[src/rtl/add_s_pkg.sv]
// Shared arithmetic for the saturating adder family: limits and a sign-aware add.
// Values are carried sign-extended in a wide container; callers keep the low WIDTH bits.
package add_s_pkg;

    localparam int MAXW = 64;

    typedef logic signed [MAXW-1:0] wide_t;

    typedef struct packed {
        logic  of;
        logic  uf;
        wide_t sum;
    } add_res_t;

    function automatic wide_t poslim(input int w);
        return (wide_t'(1) << (w - 1)) - wide_t'(1);
    endfunction

    function automatic wide_t neglim(input int w);
        return -(wide_t'(1) << (w - 1));
    endfunction

    // Inputs must already be sign-extended from w bits, so the wide sum never wraps.
    function automatic add_res_t sat_add(input wide_t a, input wide_t b, input int w,
                                         input logic sat_en);
        add_res_t r;
        r.sum = a + b;
        r.of  = (r.sum > poslim(w));
        r.uf  = (r.sum < neglim(w));
        if (sat_en && r.of) r.sum = poslim(w);
        if (sat_en && r.uf) r.sum = neglim(w);
        return r;
    endfunction

endpackage

[src/rtl/add_s_core.sv]
// Combinational WIDTH-bit signed adder with overflow/underflow detection.
// SAT_EN=1 clamps to the signed limits; SAT_EN=0 wraps but still flags.
module add_s_core
    import add_s_pkg::*;
#(
    parameter int WIDTH  = 8,
    parameter bit SAT_EN = 1'b1
) (
    input  logic [WIDTH-1:0] a_i,
    input  logic [WIDTH-1:0] b_i,
    output logic [WIDTH-1:0] sum_o,
    output logic             of_o,
    output logic             uf_o
);

    add_res_t res;
    logic     unused_hi;

    assign res       = sat_add(wide_t'($signed(a_i)), wide_t'($signed(b_i)), WIDTH, SAT_EN);
    assign sum_o     = res.sum[WIDTH-1:0];
    assign of_o      = res.of;
    assign uf_o      = res.uf;
    assign unused_hi = ^res.sum[MAXW-1:WIDTH];

endmodule

[src/rtl/add_s_acc.sv]
// Multi-channel signed accumulator: per-channel running sums, a one-cycle result
// register and per-channel sticky overflow/underflow status.
module add_s_acc
    import add_s_pkg::*;
#(
    parameter int WIDTH  = 8,
    parameter int NCH    = 4,
    parameter int CHW    = (NCH > 1) ? $clog2(NCH) : 1,
    parameter bit SAT_EN = 1'b1
) (
    input  logic             clk,
    input  logic             rst,
    input  logic             in_valid,
    input  logic [CHW-1:0]   in_ch,
    input  logic [WIDTH-1:0] in_data,
    input  logic             in_load,
    input  logic [NCH-1:0]   flag_clr,
    output logic             out_valid,
    output logic [CHW-1:0]   out_ch,
    output logic [WIDTH-1:0] out_sum,
    output logic             out_of,
    output logic             out_uf,
    output logic [NCH-1:0]   sticky_of,
    output logic [NCH-1:0]   sticky_uf
);

    localparam logic [CHW:0] NCH_W = (CHW + 1)'(NCH);

    logic [WIDTH-1:0] acc_q [NCH];
    logic             out_valid_q;
    logic [CHW-1:0]   out_ch_q;
    logic [WIDTH-1:0] out_sum_q;
    logic             out_of_q, out_uf_q;
    logic [NCH-1:0]   sticky_of_q, sticky_of_d;
    logic [NCH-1:0]   sticky_uf_q, sticky_uf_d;

    logic             accept;
    logic [WIDTH-1:0] acc_sel;
    logic [WIDTH-1:0] sum;
    logic             of, uf;
    logic [NCH-1:0]   ch_hot;

    // Out-of-range channels (NCH not a power of two) are dropped without side effects.
    assign accept  = in_valid && !rst && ({1'b0, in_ch} < NCH_W);
    assign acc_sel = in_load ? '0 : acc_q[in_ch];

    add_s_core #(.WIDTH(WIDTH), .SAT_EN(SAT_EN)) u_core (
        .a_i   (acc_sel),
        .b_i   (in_data),
        .sum_o (sum),
        .of_o  (of),
        .uf_o  (uf)
    );

    always_comb begin
        // NOTE: default first so every path assigns ch_hot and no latch is inferred.
        ch_hot = '0;
        if (accept) ch_hot[in_ch] = 1'b1;
    end

    // A new event on a channel wins over a clear arriving in the same cycle.
    assign sticky_of_d = (sticky_of_q & ~flag_clr) | (ch_hot & {NCH{of}});
    assign sticky_uf_d = (sticky_uf_q & ~flag_clr) | (ch_hot & {NCH{uf}});

    always_ff @(posedge clk) begin
        if (rst) begin
            // NOTE: the channel array is reset too, since a cleared sum is part of the reset state.
            for (int c = 0; c < NCH; c++) acc_q[c] <= '0;
            out_valid_q <= 1'b0;
            out_ch_q    <= '0;
            out_sum_q   <= '0;
            out_of_q    <= 1'b0;
            out_uf_q    <= 1'b0;
            sticky_of_q <= '0;
            sticky_uf_q <= '0;
        end else begin
            // NOTE: non-blocking so a back-to-back sample reads this cycle's sum next cycle.
            out_valid_q <= accept;
            if (accept) begin
                acc_q[in_ch] <= sum;
                out_ch_q     <= in_ch;
                out_sum_q    <= sum;
                out_of_q     <= of;
                out_uf_q     <= uf;
            end
            sticky_of_q <= sticky_of_d;
            sticky_uf_q <= sticky_uf_d;
        end
    end

    assign out_valid = out_valid_q;
    assign out_ch    = out_ch_q;
    assign out_sum   = out_sum_q;
    assign out_of    = out_of_q;
    assign out_uf    = out_uf_q;
    assign sticky_of = sticky_of_q;
    assign sticky_uf = sticky_uf_q;

endmodule

[config.mk]
export PLATFORM = sky130hd
export DESIGN_NAME = add_s_acc
export DESIGN_NICKNAME = d
export VERILOG_FILES = /design/src/rtl/add_s_pkg.sv /design/src/rtl/add_s_core.sv /design/src/rtl/add_s_acc.sv
export SDC_FILE = /design/constraint.sdc
export NUM_CORES = 1
export LEC_CHECK = 0
export CORE_UTILIZATION = 45
export CTS_CLUSTER_SIZE = 8
export DETAILED_ROUTE_END_ITERATION = 8
export GPL_TIMING_DRIVEN = 0
export PLACE_DENSITY = 0.76
export SLEW_MARGIN = 20
export SYNTH_ARGS = -nofsm -noshare
export SYNTH_HDL_FRONTEND = slang
export SYNTH_SLANG_ARGS = --single-unit
[constraint.sdc]
create_clock -name clk -period 5.84 [get_ports clk]
set_clock_uncertainty 0.2 [all_clocks]
set_input_delay 1.168 -clock clk [delete_from_list [all_inputs] [get_ports clk]]
set_output_delay 1.168 -clock clk [all_outputs]
set_load 0.03 [all_outputs]
==> impl_summary.txt <==
----------------------------------------------------
[Synthesis]
  Synth warn ... 0
  Post-synthesis net count ... 256
  Synthesized-area fraction occupied by adder cells ... 0.0457
  Proportion of register bits with asynchronous set or reset after synthesis ... 0
  Proportion of synthesized area in mux cells ... 0.0814
  Synthesized-area fraction occupied by ao, oa, aoi and oai cells ... 0.175
  Number of flops mapped to enable cells by yosys ... 32
  Syn Std Cell Area ... roughly 0.0026 mm2
  Largest family of logic cells by synthesized area ... compound AO/OA/AOI/OAI gates
  Sequential-to-total area share from yosys stat ... 0.526
  Mapped Cells ... ~230
  Simple-gate share of the synthesized area ... 0.126
  Post-Syn Area per Cell ... 11.5 um2
  Post-synthesis share of cell area spent on xor and xnor gates ... 0.0100
  #FFs+latches synth ... 53
  Count of unique library cells instantiated by Yosys ... between 40 and 50
  Main flop type after synthesis ... edfxtp_1

[Setup path]
  Critical-path cell with the highest stage delay ... o31ai_1
  Max Fanout on Critical Path ... 10
  FF-to-FF setup slack ... 2.26 ns
  Worst reg2reg startpoint ... acc_q[2][0]
  CP bufs+invs ... 3
  Number of cell instances on the worst register-to-register path ... 10
  Critical Path RT ... 5.67 ns
  Endpoint of the lowest-slack register-to-register path ... acc_q[3][5]
  Kind of cell adding the most delay to the critical path ... buffers and inverters
  Critical Path AT ... 4.96 ns
  Sort of element at the start of the critical path ... input pin
  Type of the worst setup path ... input pin to flop
  Crit end category ... flop
  Maximum cell stage delay along the critical path ... 0.65 ns
  Cell chain of the critical path ... clkdlybuf4s50_1, buf_2, mux4_2, nor2b_1, ha_1, fa_1, nand3_1, a211oi_1, a2bb2oi_2, buf_4, o31ai_1, a21oi_1
  Total stage count of the critical path ... 12

[Run status]
  Result of the run ... completed

[Route]
  Routed Antenna Nets ... 0
  Post-route DRC ... 0
  Overall routed net length ... 5.98 mm
  Routed via count ... 2022
  Highest metal used ... met4
  Detail-routed via count per cell ... just under 6
  Routed len/inst ... 17.2 um
  Detailed-route wire length on metal 1 ... ~2.7 mm
  Total length of routed met2 wires ... 2.77 mm
  Initial drt markers ... 156
  Number of iterations in the first detailed-routing pass ... 4
  Detailed route wirelength on metal3 ... about 440 um

[Clock tree]
  Clock-pin slew on the worst setup and hold paths ... 0.09 ns
  Number of buffers on the longest clock path ... 2
  CTS Buf Count ... 5
  Clock latency reported for the late side of the worst-skew pair ... 0.31 ns
  H-tree Lvls ... 2
  Root Buffer ... clkbuf_8
  Hold-fix buffers, CTS ... 0
  Post-cts repair resize count ... 0
  TritonCTS clock tree ... built
  Setup bufs post-CTS ... 0
  Clock sink total ... 53

[Power and ir drop]
  VDD IR-drop max ... 0.169 mV
  Power Density ... 283 mW/mm2
  Total Power Consumption ... 0.906 mW
  LEAKAGE ... 1.17 nW

[Cells and area]
  Synth-to-Final Area Change ... 22.0%
  Number of nets at the end of the flow ... 301
  ANT cells ... 0
  Share of post-route cells with drive strength above 1 ... 0.105
  Utilization after layout ... 0.575
  Count of fill cells added during filler insertion ... 472

[Global routing]
  Total routing resource utilization after global routing ... 0.211
  Antenna violations before repair ... 0
  Global route overflow ... 0
  Vias in the first global route ... roughly 2000
  Global-route wire length before repair ... between 9 and 10 mm
  Largest net degree at the start of global routing ... 16

[Timing]
  RSZ-0062 raised after global routing ... no
  Final min period ... slightly above 5 ns
  Final number of hold-violating endpoints ... 0
  Slew at the pin closest to its max-slew limit ... 0.784 ns
  Worst relative slew slack ... 0.473
  Final setup vio count ... 0
  Period utilisation layout ... 0.878
  Achievable clock frequency ... 195 MHz
  Number of max-slew violations in the final report ... 0
  Total Negative Setup Slacks ... 0 ns

[Floorplan]
  Die height ... just under 80 um
  Die X ... between 70 and 80 um
  Number of top-level design ports ... 39
  Initial standard-cell utilization of the core ... 0.471
  Number of placement rows ... 27
  Die area ... 0.00615 mm2
  Area of the core region ... between 0.005 and 0.006 mm2

[Place]
  Port bufs ... 38
  Half-perimeter wire length of the detailed placement result ... 4.28 mm
  GPL Wtd Cong ... 0.809

[Flow run]
  Max-capacitance violation count ... 0

[Worst hold path]
  Hold path cells ... 2
  Path type of the worst min-delay path ... flop to flop
  Worst Hold Path EP ... sticky_of[3]
  Hold path startpoint ... sticky_of[3]

----------------------------------------------------
-- per-stage QoR --
| stage | instances | hold slack (ns) | setup slack (ns) | cell area [um2] |
|---|---|---|---|---|
| 2_1_floorplan | 229 | 0.380 | 1.68 | 2630 |
| 3_3_place_gp | 339 | 0.242 | 0.448 | 3100 |
| 3_5_place_dp | 339 | 0.250 | 0.390 | 3100 |
| 4_1_cts | 347 | 0.273 | 0.694 | 3200 |
| 5_1_grt | 347 | 0.289 | 0.433 | 3200 |
| 6_report | 347 | 0.269 | 0.712 | 3200 |
-- cell usage in the layout (no fill, tap or decap), types with 2 or more instances in the layout --
master / count
nor2b_1: 8
inv_1: 7
nand3_1: 5
edfxtp_1: 32
buf_1: 2
nand2_1: 7
nor3b_1: 2
clkbuf_1: 10
o32ai_1: 3
nand2b_1: 7
nand4b_1: 2
a211oi_1: 2
dfxtp_1: 21
clkdlybuf4s50_1: 38
a21oi_1: 31
nor2_1: 21
mux2i_1: 2
o21ai_0: 7
a211o_1: 2
mux4_2: 8
ha_1: 8
buf_2: 4
clkbuf_8: 5
xor2_1: 2
o22ai_1: 2
o31ai_1: 7
a311oi_1: 7
-- per-layer routing --
metal	vias up	GRT usage
met3	5	0.0372
met1	978	0.294
met2	83	0.341
met5	-	0
li1	956	-
met4	0	0.0556
-- worst max-delay path by stage --
stage / from / end / slack (ns)
floorplan: in_ch[0] / acc_q[0][3] / 1.68
global placement: in_ch[0] / acc_q[2][5] / 0.45
detailed placement: in_ch[0] / acc_q[3][5] / 0.39
CTS: in_ch[0] / acc_q[3][5] / 0.69
global route: in_ch[0] / acc_q[3][5] / 0.43
finish: in_ch[0] / acc_q[3][5] / 0.71
-- area by class of cell --
type / count / area, um2 / area share
Timing Repair Buffer: 38 / 380 / 0.119
Clock buffer: 6 / 72.6 / 0.0226
Inverter: 7 / 26.3 / 0.00820
Buffer: 16 / 68.8 / 0.0215
Sequential cell: 53 / 1380 / 0.431
Tap cell: 72 / 90.1 / 0.0281
Multi-Input combinational cell: 153 / 1150 / 0.359
Clock inverter: 2 / 33.8 / 0.0105
-- cells by family after synthesis --
group / Yosys count
DFF: 53
muxes: 11
and+or+nand+nor: 61
xor gates and xnor gates: 3
adders and majority gates: 9
AOI/OAI and AO/OA: 69
buffers and inverters: 23
-- where the power goes --
group	internal (mW)	switching, mW	total [mW]
combinational	0.0872	0.142	0.230
clock	0.127	0.115	0.241
sequential	0.425	0.0104	0.435
-- tightest hold or removal path: cells and delay by family (launching register included) --
family	cells	cell delay, ns
AO/OA/AOI/OAI	1	0.06
flip-flops	1	0.33
AND/OR/NAND/NOR	1	0.05
-- synthesized netlist by cell type, types with 3 or more instances --
cell type	count	area (um2)
a21oi_1	31	155
clkbuf_1	9	33.8
dfxtp_1	21	420
o21ai_0	7	35.0
mux4_2	8	180
inv_1	7	26.3
nand2b_1	7	43.8
nor2_1	21	78.8
edfxtp_1	32	961
buf_2	4	20.0
ha_1	8	100
nand3_1	5	25.0
nor2b_1	8	50.1
a311oi_1	7	61.3
o32ai_1	3	26.3
nand2_1	7	26.3
o31ai_1	7	52.6
-- registers in the layout, summed over array words and instances (netlist names) --
name,cells
sticky_uf,4
out_ch,2
out_uf,1
out_valid,1
out_sum,8
out_of,1
sticky_of,4
acc_q,32
Note: power is estimated with default switching activity, not from simulation.
